### config.mk
export PLATFORM = sky130hd
export DESIGN_NAME = seq_mag_cmp_flat
export DESIGN_NICKNAME = d
export VERILOG_FILES = /design/src/rtl/seq_mag_cmp_pkg.sv /design/src/rtl/seq_mag_cmp_if.sv /design/src/rtl/seq_mag_cmp_chunk.sv /design/src/rtl/seq_mag_cmp.sv /design/src/flat_wrapper.sv
export SDC_FILE = /design/constraint.sdc
export NUM_CORES = 1
export LEC_CHECK = 0
export CAP_MARGIN = 20
export CORE_AREA = 2 2 61 63
export CTS_CLUSTER_SIZE = 25
export DETAILED_ROUTE_END_ITERATION = 8
export DIE_AREA = 0 0 63 65
export HOLD_SLACK_MARGIN = 0.15
export MAX_ROUTING_LAYER = met4
export PLACE_DENSITY_LB_ADDON = 0.12
export SYNTH_ARGS = -nofsm -noshare
export SYNTH_HDL_FRONTEND = slang
export SYNTH_SLANG_ARGS = --single-unit
### constraint.sdc
create_clock -name clk -period 2.53 [get_ports clk]
set_input_delay 0.506 -clock clk [delete_from_list [all_inputs] [get_ports clk]]
set_output_delay 0.506 -clock clk [all_outputs]
set_load 0.01 [all_outputs]
### src/rtl/seq_mag_cmp_pkg.sv
// Shared types for the sequential magnitude comparator.
// Latency: n/a (types only).
// Backpressure: n/a.
package seq_mag_cmp_pkg;

   // FSM state encoding for seq_mag_cmp.
   typedef enum logic [1:0] {
      ST_IDLE = 2'b00,
      ST_CMP  = 2'b01,
      ST_DONE = 2'b10
   } state_t;

endpackage

### src/rtl/seq_mag_cmp_if.sv
// Request/result bundle between a client and seq_mag_cmp.
// Latency: n/a (wiring only).
// Backpressure: client may only start when busy is low; start while busy is dropped.
// Signals: start/sgn/a/b (client -> comparator), busy/done/it/eq/gt (comparator -> client).
interface seq_mag_cmp_if #(
   parameter int WIDTH = 8
);
   logic             start;
   logic             sgn;
   logic [WIDTH-1:0] a;
   logic [WIDTH-1:0] b;
   logic             busy;
   logic             done;
   logic             it;
   logic             eq;
   logic             gt;

   modport master (
      output start, sgn, a, b,
      input  busy, done, it, eq, gt
   );

   modport slave (
      input  start, sgn, a, b,
      output busy, done, it, eq, gt
   );
endinterface

### src/rtl/seq_mag_cmp_chunk.sv
// Combinational unsigned comparator for one CHUNK-bit slice.
// Latency: 0 cycles (purely combinational).
// Backpressure: none.
// Ports: a, b (slice operands); it (a<b), eq (a==b), gt (a>b).
module cmp_chunk #(
   parameter int CHUNK = 2
) (
   input  logic [CHUNK-1:0] a,
   input  logic [CHUNK-1:0] b,
   output logic             it,
   output logic             eq,
   output logic             gt
);
   assign it = (a <  b);
   assign eq = (a == b);
   assign gt = (a >  b);
endmodule

### src/rtl/seq_mag_cmp.sv
// Multi-cycle WIDTH-bit magnitude comparator, MSB-first, CHUNK bits per clock, early exit.
// Latency: done 1..WIDTH/CHUNK cycles after start is accepted (first differing chunk).
// Backpressure: start only accepted in IDLE; ignored while busy (CMP and DONE).
// Ports: clk, rst_b (sync active-low); bus.slave carries start/sgn/a/b in and busy/done/it/eq/gt out.
module seq_mag_cmp #(
   parameter int WIDTH = 8,
   parameter int CHUNK = 2
) (
   input  logic           clk,
   input  logic           rst_b,
   seq_mag_cmp_if.slave   bus
);
   import seq_mag_cmp_pkg::*;

   localparam int NCHUNK = WIDTH / CHUNK;
   localparam int CW     = (NCHUNK > 1) ? $clog2(NCHUNK) : 1;
   localparam logic [CHUNK-1:0] MSB_MASK = CHUNK'(1) << (CHUNK - 1);
   localparam logic [CW-1:0]    LAST_IDX = CW'(NCHUNK - 1);

   state_t           state, state_nxt;
   logic [WIDTH-1:0] sa, sb;
   logic             sgn_q;
   logic [CW-1:0]    cnt;
   logic             it_q, eq_q, gt_q;

   logic             load, shift, fin_ne, fin_eq;
   logic [CHUNK-1:0] flip, ca, cb;
   logic             c_it, c_eq, c_gt;
   logic             last;

   // Signed mode: flipping the sign bit of the leading chunk maps two's
   // complement onto offset binary, so an unsigned compare orders correctly.
   assign flip = (sgn_q && (cnt == '0)) ? MSB_MASK : '0;
   assign ca   = sa[WIDTH-1 -: CHUNK] ^ flip;
   assign cb   = sb[WIDTH-1 -: CHUNK] ^ flip;
   assign last = (cnt == LAST_IDX);

   cmp_chunk #(.CHUNK(CHUNK)) u_chunk (
      .a  (ca),
      .b  (cb),
      .it (c_it),
      .eq (c_eq),
      .gt (c_gt)
   );

   always_ff @(posedge clk) begin
      if (!rst_b) state <= ST_IDLE;
      else        state <= state_nxt;
   end

   always_comb begin
      state_nxt = state;
      load      = 1'b0;
      shift     = 1'b0;
      fin_ne    = 1'b0;
      fin_eq    = 1'b0;
      bus.busy  = 1'b0;
      bus.done  = 1'b0;
      case (state)
         ST_IDLE: begin
            if (bus.start) begin
               load      = 1'b1;
               state_nxt = ST_CMP;
            end
         end
         ST_CMP: begin
            bus.busy = 1'b1;
            if (!c_eq) begin
               fin_ne    = 1'b1;
               state_nxt = ST_DONE;
            end else if (last) begin
               fin_eq    = 1'b1;
               state_nxt = ST_DONE;
            end else begin
               shift = 1'b1;
            end
         end
         ST_DONE: begin
            bus.busy  = 1'b1;
            bus.done  = 1'b1;
            state_nxt = ST_IDLE;
         end
         default: state_nxt = ST_IDLE;
      endcase
   end

   always_ff @(posedge clk) begin
      if (!rst_b) begin
         sa    <= '0;
         sb    <= '0;
         sgn_q <= 1'b0;
         cnt   <= '0;
         it_q  <= 1'b0;
         eq_q  <= 1'b0;
         gt_q  <= 1'b0;
      end else begin
         if (load) begin
            sa    <= bus.a;
            sb    <= bus.b;
            sgn_q <= bus.sgn;
            cnt   <= '0;
            it_q  <= 1'b0;
            eq_q  <= 1'b0;
            gt_q  <= 1'b0;
         end
         if (shift) begin
            sa  <= sa << CHUNK;
            sb  <= sb << CHUNK;
            cnt <= cnt + CW'(1);
         end
         if (fin_ne) begin
            it_q <= c_it;
            gt_q <= c_gt;
            eq_q <= 1'b0;
         end
         // it/gt were cleared on load, so only eq needs setting here.
         if (fin_eq) eq_q <= 1'b1;
      end
   end

   assign bus.it = it_q;
   assign bus.eq = eq_q;
   assign bus.gt = gt_q;

endmodule

### src/flat_wrapper.sv
// flat-port wrapper written by rule: the top's interface ports become plain ports
module seq_mag_cmp_flat import seq_mag_cmp_pkg::*;
#(
   parameter int WIDTH = 8,
   parameter int CHUNK = 2
)
  (clk, rst_b, bus_start, bus_sgn, bus_a, bus_b, bus_busy, bus_done, bus_it, bus_eq, bus_gt);
  seq_mag_cmp_if #(.WIDTH(WIDTH)) bus_i ();
  input  logic clk;
  input  logic rst_b;
  input wire logic [$bits(bus_i.start)-1:0] bus_start;
  input wire logic [$bits(bus_i.sgn)-1:0] bus_sgn;
  input wire logic [$bits(bus_i.a)-1:0] bus_a;
  input wire logic [$bits(bus_i.b)-1:0] bus_b;
  output wire logic [$bits(bus_i.busy)-1:0] bus_busy;
  output wire logic [$bits(bus_i.done)-1:0] bus_done;
  output wire logic [$bits(bus_i.it)-1:0] bus_it;
  output wire logic [$bits(bus_i.eq)-1:0] bus_eq;
  output wire logic [$bits(bus_i.gt)-1:0] bus_gt;
  assign bus_i.start = bus_start;
  assign bus_i.sgn = bus_sgn;
  assign bus_i.a = bus_a;
  assign bus_i.b = bus_b;
  assign bus_busy = bus_i.busy;
  assign bus_done = bus_i.done;
  assign bus_it = bus_i.it;
  assign bus_eq = bus_i.eq;
  assign bus_gt = bus_i.gt;
  seq_mag_cmp #(.WIDTH(WIDTH), .CHUNK(CHUNK)) u_core (.clk(clk), .rst_b(rst_b), .bus(bus_i));
endmodule
; After elaboration in Yosys (flattened, before gate mapping)
; Cells that the tools add are included.
; W data, S select, Z words.
[totals]
in_bits = 20
register_bits = 24
[op_classes]
add_sub_neg = 1
magnitude_cmp = 2
muxes = 28
n_eq_ne = 6
bitwise = 3
reduce_logical = 9
[op_table]
columns = cell, n
row1 = $mux W8, 4
row2 = $mux W1, 17
row3 = $mux W2, 6
row4 = $eq A2 B2 Y1 const B, 2
row5 = $logic_not A2 Y1, 2
row6 = $pmux W2 S2, 1
row7 = $reduce_bool A2 Y1, 2
row8 = $reduce_or A2 Y1, 2
row9 = $xor A2 B2 Y2, 2
row10 = $ne A3 B3 Y1 const B, 1
row11 = $reduce_bool A3 Y1, 1
row12 = $add A2 B1 Y2 const B, 1
row13 = $eq A2 B1 Y1 const B, 1
row14 = $eq A2 B2 Y1, 1
row15 = $gt A2 B2 Y1, 1
row16 = $lt A2 B2 Y1, 1
row17 = $ne A2 B2 Y1 const B, 1
row18 = $reduce_and A2 Y1, 1
row19 = $logic_and A1 B1 Y1, 1
row20 = $not A1 Y1, 1

; Logic depth before layout (Yosys ltp)
; Gate-level depths: netlist of run 1.
[logic_depth]
ltp_word = 9
depth_mapped = 7

; Cells and area by module
; From an unflattened synthesis of run 1, not the netlist that was laid out.
[hier_totals]
hier_cells = 148
hier_area_um2 = 1211.2
[by_module_without_submodules]
columns = mod, instances, area_each_um2, seq_area_each_um2, cells_each
row1 = seq_mag_cmp, 1, 1148.6, 480.5, 139
row2 = cmp_chunk, 1, 62.6, 0.0, 9

; Least setup slack after synthesis of run 1
; Ideal clock, no wire load.
[synth_path]
kind = register to register
from = reg u_core.state[0]
to = reg u_core.sa[4]
arrival_time_ps = 1340
setup_time_ps = 88
setup_slack_ps = 1101
synth_period_minus_slack_ps = 1429
stages_incl_launch_ff = 7
cell_sequence = dfxtp_1 inv_1 ha_1 nand2_1 clkbuf_1 nand2_1 a311oi_2
[synth_via]
elab_chain_len = 3
[synth_rtl]
columns = element, line_no
row1 = from (decl), seq_mag_cmp.sv:20  ; state_t state, state_nxt;
row2 = from (signal assigned), seq_mag_cmp.sv:48  ; else state <= state_nxt;
row3 = $eq A2 B1 Y1 or $logic_not A2 Y1 (tied branches), seq_mag_cmp.sv:59  ; case (state)
row4 = $mux W1, seq_mag_cmp.sv:59
row5 = $mux W8 or $reduce_bool A2 Y1 (tied branches), --
row6 = to (signal assigned), seq_mag_cmp.sv:98  ; sa <= bus.a;
row7 = to (signal assigned), seq_mag_cmp.sv:107  ; sa <= sa << CHUNK;
row8 = to (decl), seq_mag_cmp.sv:21  ; logic [WIDTH-1:0] sa, sb;
; Parallel ways exist; a longest one is shown, timed or not.
; A chain may end at the register's enable or synchronous reset.

; Worst setup path after layout of run 1
[layout_path]
from = reg u_core.state[1]
to = out bus_busy
[layout_via]
elab_chain_len = 3
[layout_rtl]
columns = element, line_no
row1 = $eq A2 B2 Y1 or $eq A2 B1 Y1 (tied branches), seq_mag_cmp.sv:59
row2 = $reduce_or A2 Y1 (no source line) (*), --
row3 = $mux W1 (*), seq_mag_cmp.sv:59
row4 = to (decl), flat_wrapper.sv:15  ; output wire logic [$bits(bus_i.busy)-1:0] bus_busy;
; Every way passes the cells marked *; elsewhere a longest branch is shown, timed or not.

==> results.json, run 1 <==
{
  "power_frac_clock": 0.159,
  "p_leak_nw": 0.626,
  "combPwrFrac": 0.483,
  "ir_worst_vdd_mv": 0.473,
  "power_switching_w": 0.000664,
  "cpMaxStageDelayCell": "clkdlybuf4s50_1",
  "detail-route-antenna-nets": 0,
  "hpwlAfterDp_mm": 1.89,
  "ys_seq_area_frac": 0.383,
  "min_to": "u_core.sb[1]",
  "critPathMaxStageDelay_ns": 0.53,
  "min_from": "u_core.sb[1]",
  "crit_chain": "inv_1, ha_1, clkdlybuf4s50_1",
  "swShare": 0.379,
  "maxSlewViolCount": 0,
  "endpoint_kind": "output pin",
  "cts_num_sinks": 24,
  "final_common_cell": "nand2_1",
  "yosysUniqueCellTypes": 33,
  "p_per_area_nw_per_um2": 1090,
  "areaGrowthSynthToFinish_pct": 27.6,
  "wire_per_inst_um": 12.1,
  "drc": 0,
  "die-area_um2": 4100,
  "timing.final.crit_share": 0.841,
  "io_pins": 25,
  "finalHoldViolCount": 0,
  "critPathKind": "reg -> out",
  "seqPwrFrac": 0.358,
  "clockRootBuffer": "clkbuf_4",
  "critPathMaxFanout": 3,
  "grt_overflow": 0,
  "r2r_setup_slack_ns": 0.73,
  "cp.buffers_inverters": 2,
  "crit_family": "buffers and inverters",
  "synth_edf_count": 0,
  "clk_pin_slew_ns": 0.15,
  "worst_pin_slew_ns": 0.668,
  "worstSetupStartpointType": "register",
  "cts_resized": 0,
  "setup_viol": 0,
  "cts_buffer_depth": 2,
  "regArea_um2": 480,
  "r2r-end": "u_core.state[1]",
  "die_x_um": 63,
  "syn_nets": 170,
  "max_freq_mhz": 470,
  "vias": 1040,
  "grt_use_met1": 0.170,
  "cts_buffers": 3,
  "synthCells": 143,
  "post_cts_buffers": 0,
  "syn_area_um2": 1250,
  "diodes": 0,
  "post-route-min-period_ns": 2.13,
  "die_h_um": 65,
  "relSlewSlack": 0.554,
  "gp_congestion": 0.715,
  "holdWs_ns": 0.470,
  "grt-busiest-layer": "met2",
  "cts_max_level": 1,
  "grt_pass1_wl_mm": 4.62,
  "worstHoldPathCells": 2,
  "layout_common_cells": "nand2_1 (39), clkdlybuf4s50_1 (24), dfxtp_1 (24)",
  "syn_avg_cell_area_um2": 8.78,
  "core-area_um2": 3500,
  "timing.setup.tns_ns": 0,
  "wl_mm": 2.59,
  "antenna_found_initial": 0,
  "final.fill_count": 372,
  "yosysWarnings": 0,
  "cp_data_arrival_time_ns": 1.62,
  "finClkSkew_ns": 0.0171,
  "async_reset_ff_frac": 0,
  "drtPass1Iterations": 4,
  "vias_per_cell": 4.84,
  "reg2reg_from": "u_core.state[1]",
  "gr-usage-met2": 0.253,
  "grt_usage": 0.145,
  "ctsHoldBuffers": 0,
  "initial_utilization": 0.359,
  "io_buffers": 24,
  "status": "finished, final reports clean",
  "multi_input_area_um2": 688,
  "cts_tree": "yes",
  "rsz0062_at_grt": "no",
  "clk_latency_ns": 0.32,
  "max_cap_viol_count": 0,
  "ys_ff_latch": 24,
  "use_met3": 0.0313,
  "drive_gt1_frac": 0.150,
  "synth_ff_type": "dfxtp_1",
  "drt-initial-drc-count": 35,
  "grt_max_degree": 18,
  "cell_internal_pwr_w": 0.00109,
  "final_nets": 195,
  "first_global_vias": 1033,
  "cp_data_required_time_ns": 2.02,
  "worstRegToRegCells": 5,
  "hp-class": "reg -> reg",
  "rows": 22
}
-- state kept, by name, summed over array words and instances (netlist names) --
| register | flops |
|---|---|
| u_core.bus.eq | 1 |
| u_core.bus.gt | 1 |
| u_core.bus.it | 1 |
| u_core.cnt | 2 |
| u_core.sa | 8 |
| u_core.sb | 8 |
| u_core.sgn_q | 1 |
| u_core.state | 2 |
-- worst reg2reg max path, cell delays in order (launching register included) --
cell and delay, ns:
dfxtp_1 0.37, inv_1 0.10, ha_1 0.23, nand4b_2 0.43, a21boi_2 0.34, o221a_2 0.25
-- Yosys cell counts, types with 2 or more instances --
cell / count / share of area
nor2_1: 14 / 0.042
clkbuf_1: 2 / 0.0060
buf_6: 2 / 0.018
ha_1: 7 / 0.070
buf_2: 3 / 0.012
nand2_1: 39 / 0.12
o21a_1: 2 / 0.012
dfxtp_1: 24 / 0.38
and3_1: 2 / 0.010
nand3_1: 2 / 0.0080
a21oi_1: 7 / 0.028
a311oi_1: 2 / 0.014
a311oi_2: 10 / 0.12
inv_1: 8 / 0.024
-- per-layer routing --
layer  wire length, um  share of wire
met2              1270           0.49
met4                21         0.0081
met3                81          0.031
met5                 0              0
met1              1220           0.47
-- logic make-up after synthesis --
kind of cell,after synthesis,synth area share
muxes,1,0.00798
DFF,24,0.383
AOI/OAI and AO/OA,28,0.227
buffers and inverters,17,0.0688
adders and majority gates,7,0.0698
and+or+nand+nor,65,0.230
xor gates and xnor gates,1,0.0130
-- power by group through the flow --
stage          Clock, W  Sequential, W  Combinational, W
6_report       0.000279       0.000627          0.000847
4_1_cts        0.000288       0.000627          0.000855
3_5_place_dp          0       0.000635          0.000851
3_3_place_gp          0       0.000631          0.000829
2_1_floorplan         0       0.000612          0.000660
5_1_grt        0.000307       0.000653          0.000944
-- worst max-delay path by stage --
stage,startpoint,depth (start not counted),end
2_1_floorplan,u_core.state[0],6,u_core.sa[4]
4_1_cts,u_core.state[1],3,bus_busy
5_1_grt,u_core.state[1],3,bus_busy
6_report,u_core.state[1],3,bus_busy
3_5_place_dp,bus_start,5,u_core.sb[5]
3_3_place_gp,bus_start,5,u_core.sb[2]
-- layout make-up --
cell class,instances,area share
inverters,8,0.0187
repair buffers,29,0.181
clock buffers,3,0.0141
clock inverters,1,0.0187
flip-flops and latches,24,0.300
multi-input cells,102,0.430
well taps,48,0.0375
-- stage by stage --
step	util	power [W]	std cells	worst slack (ns)	cell area, um2
after CTS	0.458	0.00177	215	0.392	1600
after global placement	0.443	0.00146	211	0.578	1550
after global routing	0.458	0.00190	215	0.330	1600
after detailed placement	0.443	0.00149	211	0.551	1550
after floorplan	-	0.00127	143	1.10	1250
final	0.458	0.00175	215	0.403	1600
Power figures use the tool's default switching activity.
==> run 2, diff against run 1 <==
clock period = 1.9 ns   (was 2.53 ns; I/O delays follow)
==> run 2 against run 1 <==
Effect of this change: non-clock buffer count is 1 higher; clock power is 34% higher; first-iteration DRC count is 46% higher; global-route usage is 0.72 points lower; die area stayed put; clock skew is 0.012 ns lower; sequential power is 34% higher; critical endpoint is now bus_done; largest power group unchanged.
==> results.json, run 2 (synthesized netlist as in run 1, its figures left out) <==
{
  "die-area_um2": 4100,
  "seqPwrFrac": 0.364,
  "rows": 22,
  "final_nets": 196,
  "post-route-min-period_ns": 1.82,
  "worst_pin_slew_ns": 0.302,
  "status": "finished, final reports clean",
  "gp_congestion": 0.709,
  "critPathKind": "reg -> out",
  "first_global_vias": 969,
  "p_per_area_nw_per_um2": 1430,
  "grt_overflow": 0,
  "wl_mm": 2.47,
  "drc": 0,
  "clockRootBuffer": "clkbuf_4",
  "rsz0062_at_grt": "no",
  "vias": 1025,
  "cts_num_sinks": 24,
  "antenna_found_initial": 0,
  "ctsHoldBuffers": 0,
  "crit_chain": "inv_1, ha_1, clkdlybuf4s50_1",
  "holdWs_ns": 0.468,
  "cp_data_required_time_ns": 1.52,
  "critPathMaxStageDelay_ns": 0.53,
  "layout_common_cells": "nand2_1 (39), clkdlybuf4s50_1 (23), dfxtp_1 (22)",
  "final_common_cell": "nand2_1",
  "power_frac_clock": 0.162,
  "endpoint_kind": "output pin",
  "max_cap_viol_count": 0,
  "combPwrFrac": 0.474,
  "timing.final.crit_share": 0.957,
  "areaGrowthSynthToFinish_pct": 28.3,
  "final.fill_count": 355,
  "cts_max_level": 1,
  "p_leak_nw": 0.631,
  "io_buffers": 24,
  "worstSetupStartpointType": "register",
  "io_pins": 25,
  "hpwlAfterDp_mm": 1.77,
  "finalHoldViolCount": 0,
  "die_x_um": 63,
  "maxSlewViolCount": 0,
  "grt_pass1_wl_mm": 4.34,
  "critPathMaxFanout": 3,
  "max_freq_mhz": 550,
  "initial_utilization": 0.359,
  "core-area_um2": 3500,
  "power_switching_w": 0.000872,
  "drive_gt1_frac": 0.167,
  "cts_buffer_depth": 2,
  "cts_buffers": 3,
  "timing.setup.tns_ns": 0,
  "die_h_um": 65,
  "clk_pin_slew_ns": 0.14,
  "relSlewSlack": 0.799,
  "diodes": 0,
  "finClkSkew_ns": 0.00495,
  "wire_per_inst_um": 11.4,
  "setup_viol": 0,
  "drtPass1Iterations": 2,
  "hp-class": "reg -> reg",
  "cell_internal_pwr_w": 0.00143,
  "cp_data_arrival_time_ns": 1.44,
  "grt_max_degree": 28,
  "top_regs": "u_core.sa (8), u_core.sb (8)",
  "swShare": 0.378,
  "cpMaxStageDelayCell": "clkdlybuf4s50_1",
  "vias_per_cell": 4.75,
  "clk_latency_ns": 0.32,
  "cts_tree": "yes",
  "grt_usage": 0.138,
  "detail-route-antenna-nets": 0,
  "ir_worst_vdd_mv": 0.483,
  "drt-initial-drc-count": 51
}
-- run 2: final timing paths --
kind | startpoint | to | slack (ns) | cells after the start
setup / recovery | u_core.state[0] | bus_done | 0.08 | 3
hold / removal | u_core.sa[1] | u_core.sa[1] | 0.47 | 2
setup reg to reg | u_core.sa[6] | u_core.sb[4] | 0.32 | 6
hold reg to reg | u_core.sa[1] | u_core.sa[1] | 0.47 | 2
-- run 2: metal layers --
layer  vias to the layer above  global-route usage  share of wire
met1                       473               0.179           0.49
met4                         0              0.0583          0.014
met2                        14               0.213           0.46
met5                         -                   -              0
met3                         4              0.0243          0.033
li1                        534                   -              -
-- run 2: per-stage QoR --
step / setup WS [ns] / util / area [um2] / power, W / cells
3_5_place_dp: 0.156 / 0.445 / 1560 / 0.00196 / 212
6_report: 0.0817 / 0.461 / 1610 / 0.00230 / 216
2_1_floorplan: 0.471 / - / 1250 / 0.00169 / 143
3_3_place_gp: 0.242 / 0.445 / 1560 / 0.00194 / 212
5_1_grt: 0.00783 / 0.461 / 1610 / 0.00250 / 216
4_1_cts: 0.0660 / 0.461 / 1610 / 0.00233 / 216
-- run 2: timing repair --
item / 4_1_cts / 5_1_grt
setup endpoints to repair: 1 / 0
buffers inserted: 0 / 0
gates resized for setup: 3 / 0
-- run 2: power groups by stage --
stage | clock, W | combinational [W] | sequential [W]
after floorplan | 0 | 0.000879 | 0.000815
after global placement | 0 | 0.00109 | 0.000843
after detailed placement | 0 | 0.00111 | 0.000845
after CTS | 0.000385 | 0.00110 | 0.000836
after global routing | 0.000403 | 0.00123 | 0.000869
final | 0.000373 | 0.00109 | 0.000839
-- run 2: worst max-delay path, delay by kind of cell (launching register included) --
kind,cells,cell delay (ns)
adder cells (fa/ha/maj),1,0.15
buffers and inverters,2,0.62
flip-flops,1,0.35
-- run 2: layout make-up --
type                       instances  area, um2  area share
multi-input combinational        102        688       0.427
sequential                        24        483       0.300
timing repair buffer              30        297       0.184
tap                               48       60.1      0.0373
clock inverter                     1       30.0      0.0186
inverter                           8       30.0      0.0186
clock buffer                       3       22.5      0.0140
==> run 3, diff against run 2 <==
CAP_MARGIN = 30   (was 20)
==> results of run 3 <==
No change in the layout: final DEF, timing and power equal those of run 2.
